### config.mk
export PLATFORM = sky130hd
export DESIGN_NAME = board_test_sequencer
export DESIGN_NICKNAME = d
export VERILOG_FILES = /design/src/rtl/board_test_sequencer.sv
export SDC_FILE = /design/constraint.sdc
export NUM_CORES = 1
export LEC_CHECK = 0
export ABC_AREA = 1
export CORE_MARGIN = 3
export CORE_UTILIZATION = 50
export DETAILED_ROUTE_END_ITERATION = 10
export PLACE_DENSITY_LB_ADDON = 0.1
export SLEW_MARGIN = 20
export SYNTH_ARGS = -nofsm -noshare
export SYNTH_HDL_FRONTEND = slang
export SYNTH_SLANG_ARGS = --single-unit
### constraint.sdc
create_clock -name clk_i -period 1.95 [get_ports clk_i]
set_input_delay 0.2925 -clock clk_i [delete_from_list [all_inputs] [get_ports clk_i]]
set_output_delay 0.2925 -clock clk_i [all_outputs]
set_load 0.01 [all_outputs]
### src/rtl/board_test_sequencer.sv
// -----------------------------------------------------------------------------
// board_test_sequencer
//
// Runs the board self-test units one after another. Each unit gets an init
// pulse, acknowledges by raising its progress line, and reports its result
// when progress falls. The sequencer bounds both phases with timeouts,
// latches per-channel pass/fail/timeout flags, and can loop runs for soak
// testing while counting completed and failing passes.
//
// Ports
//   clk_i             system clock
//   rst_i             synchronous active-high reset
//   start_i           1-cycle pulse, begin a run (ignored while busy)
//   abort_i           1-cycle pulse, stop the run and return to idle
//   loop_en_i         restart automatically after each run
//   test_mask_i       per-channel enable, sampled at the start of each run
//   test_progress_i   per-unit test_in_progress (asynchronous)
//   test_result_i     per-unit test_result, valid when progress falls
//   test_init_o       one-hot init pulse to the units
//   busy_o            high from start until the run ends
//   done_o            1-cycle pulse at the end of every run
//   cur_test_o        index of the channel being run
//   pass_flags_o      channel passed on its last run
//   fail_flags_o      channel failed or timed out on its last run
//   tmo_flags_o       channel timed out (ack or run)
//   loops_done_o      completed runs, saturating
//   loops_failed_o    runs with any fail flag set, saturating
// -----------------------------------------------------------------------------
module board_test_sequencer #(
  parameter int NTESTS    = 4,
  parameter int INIT_CYC  = 8,
  parameter int ACK_TMO   = 1024,
  parameter int RUN_TMO_W = 28,
  parameter int LOOPCNT_W = 16
) (
  input  logic                      clk_i,
  input  logic                      rst_i,
  input  logic                      start_i,
  input  logic                      abort_i,
  input  logic                      loop_en_i,
  input  logic [NTESTS-1:0]         test_mask_i,
  input  logic [NTESTS-1:0]         test_progress_i,
  input  logic [NTESTS-1:0]         test_result_i,
  output logic [NTESTS-1:0]         test_init_o,
  output logic                      busy_o,
  output logic                      done_o,
  output logic [$clog2(NTESTS)-1:0] cur_test_o,
  output logic [NTESTS-1:0]         pass_flags_o,
  output logic [NTESTS-1:0]         fail_flags_o,
  output logic [NTESTS-1:0]         tmo_flags_o,
  output logic [LOOPCNT_W-1:0]      loops_done_o,
  output logic [LOOPCNT_W-1:0]      loops_failed_o
);

  localparam int IDX_W  = $clog2(NTESTS);
  // One extra bit so the index can reach NTESTS, the end-of-run marker.
  localparam int IDXF_W = IDX_W + 1;
  localparam int CNT_MAX = (INIT_CYC > ACK_TMO) ? INIT_CYC : ACK_TMO;
  localparam int CNT_W  = $clog2(CNT_MAX + 1);

  typedef enum logic [2:0] {
    S_IDLE,
    S_SCAN,
    S_LAUNCH,
    S_ACK,
    S_RUN,
    S_NEXT,
    S_DONE
  } state_e;

  // ---------------------------------------------------------------------------
  // Two-flop synchronisers for the asynchronous unit outputs. Progress and
  // result travel through identical stages so they stay aligned.
  // ---------------------------------------------------------------------------
  logic [NTESTS-1:0] prog_meta_q, prog_s_q;
  logic [NTESTS-1:0] res_meta_q, res_s_q;

  // NOTE: sequential state uses non-blocking assignments so every flop samples
  // the pre-edge value; blocking here would collapse the two sync stages.
  always_ff @(posedge clk_i) begin
    if (rst_i) begin
      prog_meta_q <= '0;
      prog_s_q    <= '0;
      res_meta_q  <= '0;
      res_s_q     <= '0;
    end else begin
      prog_meta_q <= test_progress_i;
      prog_s_q    <= prog_meta_q;
      res_meta_q  <= test_result_i;
      res_s_q     <= res_meta_q;
    end
  end

  // ---------------------------------------------------------------------------
  // Sequencer FSM with registered outputs
  // ---------------------------------------------------------------------------
  state_e                 state_q;
  logic [IDXF_W-1:0]      idx_q;
  logic [IDX_W-1:0]       cur_q;
  logic [NTESTS-1:0]      mask_q;
  logic [NTESTS-1:0]      init_q;
  logic [NTESTS-1:0]      pass_q, fail_q, tmo_q;
  logic [CNT_W-1:0]       cnt_q;
  logic [RUN_TMO_W-1:0]   run_cnt_q;
  logic [LOOPCNT_W-1:0]   loops_done_q, loops_failed_q;
  logic                   busy_q, done_q;

  logic [IDX_W-1:0]  idx_lo_d;
  logic [NTESTS-1:0] onehot_d;

  // Low index bits are only used while idx_q < NTESTS, so they are in range.
  assign idx_lo_d = idx_q[IDX_W-1:0];
  assign onehot_d = {{(NTESTS-1){1'b0}}, 1'b1} << idx_lo_d;

  always_ff @(posedge clk_i) begin
    if (rst_i) begin
      state_q        <= S_IDLE;
      idx_q          <= '0;
      cur_q          <= '0;
      mask_q         <= '0;
      init_q         <= '0;
      pass_q         <= '0;
      fail_q         <= '0;
      tmo_q          <= '0;
      cnt_q          <= '0;
      run_cnt_q      <= '0;
      loops_done_q   <= '0;
      loops_failed_q <= '0;
      busy_q         <= 1'b0;
      done_q         <= 1'b0;
    end else begin
      done_q <= 1'b0;
      if (abort_i && state_q != S_IDLE) begin
        // Abort drops everything in flight; flags and loop counters are kept.
        state_q <= S_IDLE;
        init_q  <= '0;
        busy_q  <= 1'b0;
      end else begin
        unique case (state_q)
          S_IDLE: begin
            // abort_i also blocks a start in idle so a coincident abort wins.
            if (start_i && !abort_i) begin
              mask_q  <= test_mask_i;
              pass_q  <= '0;
              fail_q  <= '0;
              tmo_q   <= '0;
              idx_q   <= '0;
              busy_q  <= 1'b1;
              state_q <= S_SCAN;
            end
          end

          S_SCAN: begin
            if (idx_q == IDXF_W'(NTESTS)) begin
              // Flags are final here, so the loop counters update on entry.
              state_q <= S_DONE;
              done_q  <= 1'b1;
              if (loops_done_q != '1)
                loops_done_q <= loops_done_q + LOOPCNT_W'(1);
              if (|fail_q && loops_failed_q != '1)
                loops_failed_q <= loops_failed_q + LOOPCNT_W'(1);
            end else begin
              cur_q <= idx_lo_d;
              if (!mask_q[idx_lo_d]) begin
                idx_q <= idx_q + IDXF_W'(1);
              end else begin
                init_q  <= onehot_d;
                cnt_q   <= '0;
                state_q <= S_LAUNCH;
              end
            end
          end

          S_LAUNCH: begin
            // init_q rose on entry, so it is high for exactly INIT_CYC cycles.
            if (cnt_q == CNT_W'(INIT_CYC - 1)) begin
              init_q  <= '0;
              cnt_q   <= '0;
              state_q <= S_ACK;
            end else begin
              cnt_q <= cnt_q + CNT_W'(1);
            end
          end

          S_ACK: begin
            // A progress line already high on entry counts as the ack.
            if (prog_s_q[idx_lo_d]) begin
              run_cnt_q <= '0;
              state_q   <= S_RUN;
            end else if (cnt_q == CNT_W'(ACK_TMO - 1)) begin
              tmo_q[idx_lo_d]  <= 1'b1;
              fail_q[idx_lo_d] <= 1'b1;
              state_q          <= S_NEXT;
            end else begin
              cnt_q <= cnt_q + CNT_W'(1);
            end
          end

          S_RUN: begin
            // Progress was high on entry, so low here is the falling edge.
            if (!prog_s_q[idx_lo_d]) begin
              pass_q[idx_lo_d] <= res_s_q[idx_lo_d];
              fail_q[idx_lo_d] <= ~res_s_q[idx_lo_d];
              state_q          <= S_NEXT;
            end else if (run_cnt_q == '1) begin
              tmo_q[idx_lo_d]  <= 1'b1;
              fail_q[idx_lo_d] <= 1'b1;
              state_q          <= S_NEXT;
            end else begin
              run_cnt_q <= run_cnt_q + RUN_TMO_W'(1);
            end
          end

          S_NEXT: begin
            idx_q   <= idx_q + IDXF_W'(1);
            state_q <= S_SCAN;
          end

          S_DONE: begin
            if (loop_en_i) begin
              mask_q  <= test_mask_i;
              pass_q  <= '0;
              fail_q  <= '0;
              tmo_q   <= '0;
              idx_q   <= '0;
              state_q <= S_SCAN;
            end else begin
              busy_q  <= 1'b0;
              state_q <= S_IDLE;
            end
          end

          default: begin
            init_q  <= '0;
            busy_q  <= 1'b0;
            state_q <= S_IDLE;
          end
        endcase
      end
    end
  end

  assign test_init_o    = init_q;
  assign busy_o         = busy_q;
  assign done_o         = done_q;
  assign cur_test_o     = cur_q;
  assign pass_flags_o   = pass_q;
  assign fail_flags_o   = fail_q;
  assign tmo_flags_o    = tmo_q;
  assign loops_done_o   = loops_done_q;
  assign loops_failed_o = loops_failed_q;

endmodule
==> results.yml, run 1 <==
cts:
  clock_sinks: 117
  cts.clk_slew.worst_paths_ns: 0.05
  cts_tree: "yes"
  clkLatencyLatePin_ns: 0.42
  clk_path_buf_depth: 2
  htree_levels: 4
  numCtsBuffers: 17
  clock-root-buffer: "clkbuf_16"
sta:
  setup_ws_ns: 0.105
  fin_setup_tns_ns: 0
  min_period_over_period: 0.946
  fin_skew_ns: 0.00779
  min_period_ns: 1.85
  slew_headroom: 0.426
  setup_viol: 0
  tightest_slew_ns: 0.860
  fmax_ghz: 0.542
  finalHoldViolCount: 0
  slew_viol_final: 0
pwr:
  switching_share: 0.335
  p_int_mw: 5.37
  leakage_nw: 3.19
  power_density_mw_per_mm2: 947
  power_frac_seq: 0.335
  power.switching_mw: 2.70
  p_comb_frac: 0.285
  clkPwrFrac: 0.381
  vdd_drop_max_mv: 0.769
critical_path:
  worstPathArrival_ns: 2.20
  r2r_slack_ns: 0.10
  cp-end-kind: "flop"
  max_stage_delay_ns: 0.49
  critPathRequiredTime_ns: 2.31
  reg2reg_from: "state_q[2]"
  worstPathCellList: "inv_4, nand3_4, inv_6, o21ai_4, nand3_4, nor2_4, nand2_2, a21oi_2"
  crit_fanout: 13
  worstSetupPathType: "reg -> reg"
  reg2reg_to: "run_cnt_q[13]"
  slowest_stage: "dfxtp_1"
  startpoint_type: "flop"
  cpMostUsedCell: "nand3_4"
  rr_worst_depth: 8
logic_synthesis:
  ys_async_sr_fraction: 0
  ys_warn_count: 0
  synthesis.area_mm2: 0.00676
  yosysUniqueCellTypes: 40
  synth_nets: 1051
  seq_area_frac_synth: 0.346
  synth.avg_cell_area_um2: 6.59
  ys.flop_type: "dfxtp_1"
  synth_seq_cells: 117
  syn_inst: 1026
  synth-edff-count: 0
layout:
  final_cell_mix: "nand2_1, nor2_1, inv_1"
  layout.nets: 1160
  syn_to_final_growth_pct: 25.9
  drive_gt1_frac: 0.159
  mostFrequentLayoutCell: "nand2_1"
  stdcell_area_mm2: 0.00852
  final_cells: 1319
  n_antenna_cell: 0
drt:
  drt_iter0_drc: 483
  viasPerCell: 4.94
  post-route-drc-count: 0
  dr.pass1.iters: 5
  wire_per_inst_um: 12.7
  drtAntennaViolNets: 0
  finalWirelength_um: 16700
  vias: 6511
placed_design:
  dpl_cell_area_mm2: 0.00782
  dpl.cell_count: 1282
  io_buffers: 68
  place.gp.congestion: 0.930
  dpl.hpwl_um: 11600
  dp_slack_ns: -0.0505
grt:
  groute.usage.overall: 0.221
  grt_antenna_before_repair: 0
  grt_pass1_wl_um: 26600
  grt_max_degree: 72
  overflow: 0
  first_global_vias: 5623
floorplan:
  ios: 69
  dieArea_mm2: 0.0150
  die_x_um: 122
  coreArea_mm2: 0.0129
  start_util: 0.523
  dieHeight_um: 122
  rows: 41
run:
  cap_violations: 0
min_path:
  hp-start: "rst_i"
  holdPathStages: 3
  hold_path_class: "in -> reg"
  worstHoldEndpoint: "res_meta_q[0]"
run_status:
  status: "finished clean"
==> power by group through the flow <==
stage | registers, mW | logic, mW | clock network, mW
CTS | 2.69 | 2.12 | 3.12
finish | 2.70 | 2.30 | 3.07
global route | 2.72 | 2.55 | 3.24
floorplan | 2.75 | 1.44 | 0
global placement | 2.74 | 2.09 | 0
detailed placement | 2.74 | 2.10 | 0
==> flip-flops by register name, summed over array words and instances, names as in the netlist, 11 cells and up <==
| signal | cells |
|---|---|
| cnt_q | 11 |
| loops_failed_o | 16 |
| loops_done_o | 16 |
| run_cnt_q | 28 |
==> what timing repair did <==
action | in CTS | in global routing
pin swaps | 0 | 4
setup endpoints to repair | 1 | 75
buffers inserted | 0 | 4
gates resized for setup | 1 | 15
hold buffers | 0 | 0
gates cloned | 0 | 2
hold endpoints to repair | 0 | 0
==> metrics by stage <==
stage	util	hold WS (ns)	total power, mW
3_5_place_dp	0.605	0.395	4.84
2_1_floorplan	-	0.388	4.20
4_1_cts	0.651	0.372	7.93
6_report	0.659	0.380	8.07
3_3_place_gp	0.605	0.390	4.83
5_1_grt	0.659	0.386	8.52
==> cells in the mapped netlist, types with 3 or more instances <==
master	n	area share
clkbuf_1	13	0.0072
buf_4	3	0.0033
nand2_1	261	0.14
nand3_2	3	0.0044
inv_2	8	0.0044
nand2_4	4	0.0067
xor2_1	19	0.025
nor2_2	8	0.0074
nand2_2	36	0.033
inv_1	117	0.065
nor2_1	161	0.089
dfxtp_1	117	0.35
o21ai_1	7	0.0052
nand4_1	11	0.010
buf_6	6	0.010
xnor2_1	14	0.018
nor2_4	6	0.010
a21oi_1	70	0.052
a21oi_2	20	0.026
ha_1	8	0.015
nand3_1	67	0.050
nor3_1	15	0.011
o21ai_0	28	0.021
==> worst max-delay path, delay by kind of cell, from the launching register on <==
kind | cells | cell delay [ns]
AOI/OAI and AO/OA | 2 | 0.28
DFF | 1 | 0.49
buffers and inverters | 2 | 0.16
and+or+nand+nor | 4 | 0.85
==> worst max path at each step <==
| stage | from | to | slack [ns] | cells after the start |
|---|---|---|---|---|
| 2_1_floorplan | idx_q[0] | loops_done_o[11] | 0.10 | 11 |
| 3_3_place_gp | abort_i | cnt_q[4] | -0.03 | 9 |
| 3_5_place_dp | abort_i | cnt_q[4] | -0.05 | 9 |
| 4_1_cts | state_q[1] | loops_done_o[12] | 0.07 | 10 |
| 5_1_grt | run_cnt_q[7] | tmo_flags_o[1] | -0.02 | 9 |
| 6_report | state_q[2] | run_cnt_q[13] | 0.10 | 8 |
==> kinds of logic after synthesis <==
family / count (synthesis) / synth area share
XOR/XNOR: 33 / 0.0427
buffers and inverters: 155 / 0.101
flip-flops: 117 / 0.346
AO/OA/AOI/OAI: 132 / 0.113
adder cells (fa/ha/maj): 8 / 0.0148
AND/OR/NAND/NOR: 581 / 0.382
==> layer usage <==
metal | up-vias | global-route usage | wire length (um)
met5 | - | 0 | 0
met4 | 0 | 0.0553 | 151
met3 | 16 | 0.0581 | 977
met2 | 174 | 0.327 | 7220
met1 | 2877 | 0.320 | 8380
li1 | 3444 | - | -
==> area by class of cell <==
| cell class | instances | area (um2) |
|---|---|---|
| inverter | 128 | 493 |
| clock buffer | 20 | 457 |
| timing repair buffer | 115 | 1080 |
| multi-input combinational | 756 | 3800 |
| sequential | 117 | 2340 |
| clock inverter | 11 | 126 |
| fill | 1184 | 4410 |
| tap | 172 | 215 |
Power figures use the tool's default switching activity.
==> inputs of run 2 (changes only) <==
clock period = 2.3 ns   (was 1.95 ns; I/O delays follow)
==> run 2 against run 1 <==
Worst hold slack got worse by 0.054 ns. Largest power group unchanged. Combinational power down 25%. Clock power shrank 11%. Critical path type unchanged.
==> results.yml, run 2 (synthesis results as in run 1) <==
layout:
  fin_util: 0.637
  final_cell_mix: "nand2_1, nor2_1, inv_1, dfxtp_1, a21oi_1"
  layout.nets: 1127
  final_cells: 1287
  largest_reg_flops: 28
  n_antenna_cell: 0
  drive_gt1_frac: 0.128
  syn_to_final_growth_pct: 21.7
  regMostFlops: "run_cnt_q"
  stdcell_area_mm2: 0.00823
  mostFrequentLayoutCell: "nand2_1"
grt:
  first_global_vias: 5659
  grt_pass1_wl_um: 27000
  groute.usage.overall: 0.222
  grt_antenna_before_repair: 0
  grt_max_degree: 30
  overflow: 0
floorplan:
  dieHeight_um: 122
  ios: 69
  coreArea_mm2: 0.0129
  start_util: 0.523
  die_x_um: 122
  rows: 41
  dieArea_mm2: 0.0150
critical_path:
  r2r_slack_ns: 0.28
  critPathRequiredTime_ns: 2.61
  worstPathArrival_ns: 2.33
  cp-end-kind: "flop"
  worstSetupPathType: "reg -> reg"
  startpoint_type: "flop"
  crit_fanout: 10
run:
  cap_violations: 0
sta:
  setup_ws_ns: 0.278
  rsz0062_at_grt: "no"
  fin_skew_ns: 0.00815
  fin_setup_tns_ns: 0
  finalHoldViolCount: 0
  slew_viol_final: 0
  min_period_ns: 2.02
  hold_ws_ns: 0.326
  setup_viol: 0
  min_period_over_period: 0.879
  fmax_ghz: 0.495
  tightest_slew_ns: 0.880
  slew_headroom: 0.413
pwr:
  power.total_mw: 6.74
  switching_share: 0.330
  vdd_drop_max_mv: 0.588
  power_frac_seq: 0.338
  leakage_nw: 3.03
  power_density_mw_per_mm2: 819
  p_int_mw: 4.51
  p_comb_frac: 0.255
  power.switching_mw: 2.23
  clkPwrFrac: 0.407
drt:
  top_layer_used: "met4"
  routed-wl-met2_um: 7050
  post-route-drc-count: 0
  drtAntennaViolNets: 0
  wire_per_inst_um: 12.5
  wl_met1_um: 8010
  finalWirelength_um: 16100
  dr.pass1.iters: 5
  wl_met3_um: 926
  vias: 6439
  viasPerCell: 5.00
  drt_iter0_drc: 560
cts:
  clkLatencyLatePin_ns: 0.42
  clock-root-buffer: "clkbuf_16"
  cts_hold_buf: 0
  clock_sinks: 117
  numCtsBuffers: 17
  cts.clk_slew.worst_paths_ns: 0.06
  htree_levels: 4
  cts_tree: "yes"
  clk_path_buf_depth: 2
placed_design:
  place.gp.congestion: 0.908
  dpl_cell_area_mm2: 0.00761
  dpl.cell_count: 1255
  dp_slack_ns: 0.239
  io_buffers: 68
  dpl.hpwl_um: 11600
min_path:
  hold_path_class: "in -> reg"
run_status:
  status: "finished clean"
-- run 2: routing by layer --
metal | track usage | up-vias
met2 | 0.333 | 178
met4 | 0.0616 | 0
met1 | 0.321 | 2861
met5 | 0 | -
met3 | 0.0512 | 14
li1 | - | 3386
-- run 2: final timing paths --
path,startpoint,to,depth (start not counted)
setup / recovery,run_cnt_q[1],fail_flags_o[3],11
hold / removal,rst_i,prog_meta_q[1],2
setup reg to reg,run_cnt_q[1],fail_flags_o[3],11
hold reg to reg,res_meta_q[0],res_s_q[0],2
-- run 2: layout make-up --
class                           instances  area, um2
Inverter                              128        490
Fill cell                            1258       4700
Clock inverter                         13        171
Clock buffer                           19        443
Multi-Input combinational cell        754       3750
Tap cell                              172        215
Sequential cell                       117       2340
Timing Repair Buffer                   84        821
-- run 2: power by group through the flow --
stage | Combinational (mW) | Clock (mW) | Sequential [mW]
floorplan | 1.22 | 0 | 2.33
global placement | 1.68 | 0 | 2.32
detailed placement | 1.69 | 0 | 2.32
CTS | 1.71 | 2.79 | 2.28
global route | 1.94 | 2.89 | 2.30
finish | 1.72 | 2.74 | 2.28
-- run 2: worst max-delay path: stages, from the launching register on --
cell and delay (ns):
dfxtp_1 0.36, ha_1 0.31, inv_2 0.07, nor2_4 0.19, nand2_4 0.10, nor2_4 0.15
nand2_1 0.10, nand3_1 0.17, buf_4 0.20, nand3_1 0.10, nand2_1 0.10, nor2_2 0.05
-- run 2: what timing repair did --
action / 4_1_cts / 5_1_grt
buffers inserted: 0 / 0
gates resized for setup: 0 / 2
setup endpoints to repair: 0 / 1
==> inputs of run 3 (changes only) <==
CORE_ASPECT_RATIO = 0.9   (was default)
==> run 3 against run 2 <==
Cell count is 0.78% lower. First-iteration DRC count rose by 13%. Flip-flop and latch count is the same. Sequential share of layout area grew 0.087 points.
==> results.yml, run 3 (synthesis results as in run 1) <==
critical_path:
  critPathRequiredTime_ns: 2.61
  cp-end-kind: "flop"
  crit_fanout: 14
  r2r_slack_ns: 0.25
  startpoint_type: "flop"
  worstPathArrival_ns: 2.35
  worstSetupPathType: "reg -> reg"
cts:
  ctsResizeCount: 0
  htree_levels: 4
  clock-root-buffer: "clkbuf_16"
  cts_tree: "yes"
  clk_path_buf_depth: 2
  cts_setup_buffers: 0
  clkLatencyLatePin_ns: 0.41
  cts_hold_buf: 0
  numCtsBuffers: 17
  clock_sinks: 117
  cts.clk_slew.worst_paths_ns: 0.06
placed_design:
  place.gp.congestion: 0.933
  dpl_cell_area_mm2: 0.00760
  io_buffers: 68
  dpl.hpwl_um: 11800
drt:
  vias: 6363
  drtAntennaViolNets: 0
  viasPerCell: 4.98
  finalWirelength_um: 16000
  dr.pass1.iters: 5
  drt_iter0_drc: 634
  wire_per_inst_um: 12.5
  post-route-drc-count: 0
sta:
  fin_skew_ns: 0.00788
  min_period_ns: 2.05
  min_period_over_period: 0.889
  slew_headroom: 0.612
  finalHoldViolCount: 0
  tightest_slew_ns: 0.582
  rsz0062_at_grt: "no"
  fmax_ghz: 0.489
  slew_viol_final: 0
  setup_viol: 0
  fin_setup_tns_ns: 0
layout:
  stdcell_area_mm2: 0.00821
  final_cell_mix: "nand2_1, nor2_1, inv_1, dfxtp_1, a21oi_1"
  largest_reg_flops: 28
  layout.nets: 1127
  drive_gt1_frac: 0.126
  n_antenna_cell: 0
  syn_to_final_growth_pct: 21.3
  mostFrequentLayoutCell: "nand2_1"
  regMostFlops: "run_cnt_q"
pwr:
  leakage_nw: 3.03
  vdd_drop_max_mv: 0.611
  power_density_mw_per_mm2: 815
floorplan:
  rows: 39
  coreArea_mm2: 0.0130
  dieArea_mm2: 0.0150
  die_x_um: 129
  ios: 69
  dieHeight_um: 116
  start_util: 0.521
grt:
  grt_antenna_before_repair: 0
  groute.usage.overall: 0.221
  grt_max_degree: 47
  overflow: 0
  first_global_vias: 5518
  grt_pass1_wl_um: 26700
run:
  cap_violations: 0
min_path:
  hold_path_class: "in -> reg"
run_status:
  status: "finished clean"
==> run 3: cell types whose count changed in the layout (fill, tap and decap cells not counted) <==
cell,change
clkbuf_1,+1
clkbuf_8,+3
clkinvlp_4,-2
inv_6,-4
nand2_2,+1
nand2_4,-1
nor2_2,+1
nor2_4,-1
==> run 3: per-layer routing <==
metal  part of all wire  wire length (um)  track usage  up-vias
li1                   -                 -            -     3379
met1               0.52              8390        0.335     2785
met2               0.41              6530        0.310      182
met3              0.056               891       0.0535       17
met4              0.012               197       0.0637        0
met5                  0                 0            0        -
==> run 3: worst paths after layout <==
| check | cells past startpoint | endpoint | from |
|---|---|---|---|
| max reg2reg | 11 | loops_done_o[12] | idx_q[1] |
| min reg2reg | 2 | prog_s_q[0] | prog_meta_q[0] |
| min | 2 | prog_s_q[0] | rst_i |
| max | 11 | loops_done_o[12] | idx_q[1] |
==> run 3: power by group <==
| part | switching (mW) | leakage (nW) | total, mW | internal, mW |
|---|---|---|---|---|
| logic | 1.13 | 1.79 | 1.71 | 0.586 |
| registers | 0.103 | 0.948 | 2.29 | 2.18 |
| clock network | 0.888 | 0.288 | 2.69 | 1.81 |
| total | 2.12 | 3.03 | 6.69 | 4.57 |
==> run 3: cell type report <==
class                   count  area (um2)
repair buffers             84         821
multi-input cells         754        3740
clock inverters             7         121
clock buffers              23         488
well taps                 164         205
inverters                 128         490
flip-flops and latches    117        2340
fillers                  1238        4770
==> run 3: through the flow <==
| step | std cells | utilization | setup slack (ns) | total power [mW] | hold WS (ns) |
|---|---|---|---|---|---|
| after detailed placement | 1247 | 0.585 | 0.273 | 4.01 | 0.392 |
| after global placement | 1247 | 0.585 | 0.284 | 4.01 | 0.394 |
| after CTS | 1277 | 0.632 | 0.258 | 6.72 | 0.296 |
| final | 1277 | 0.632 | 0.255 | 6.69 | 0.310 |
| after global routing | 1277 | 0.632 | 0.0193 | 7.09 | 0.317 |
| after floorplan | 1026 | - | 0.452 | 3.56 | 0.388 |
==> run 3: worst max-delay path: stages (launching register included) <==
cell and delay (ns):
dfxtp_1 0.37, inv_1 0.21, ha_1 0.21, nand2_1 0.08, inv_1 0.09, nand2_2 0.11
nor2_4 0.17, nand2_2 0.20, nor2_2 0.20, nand2_1 0.08, o21ai_0 0.16, nor2_1 0.06
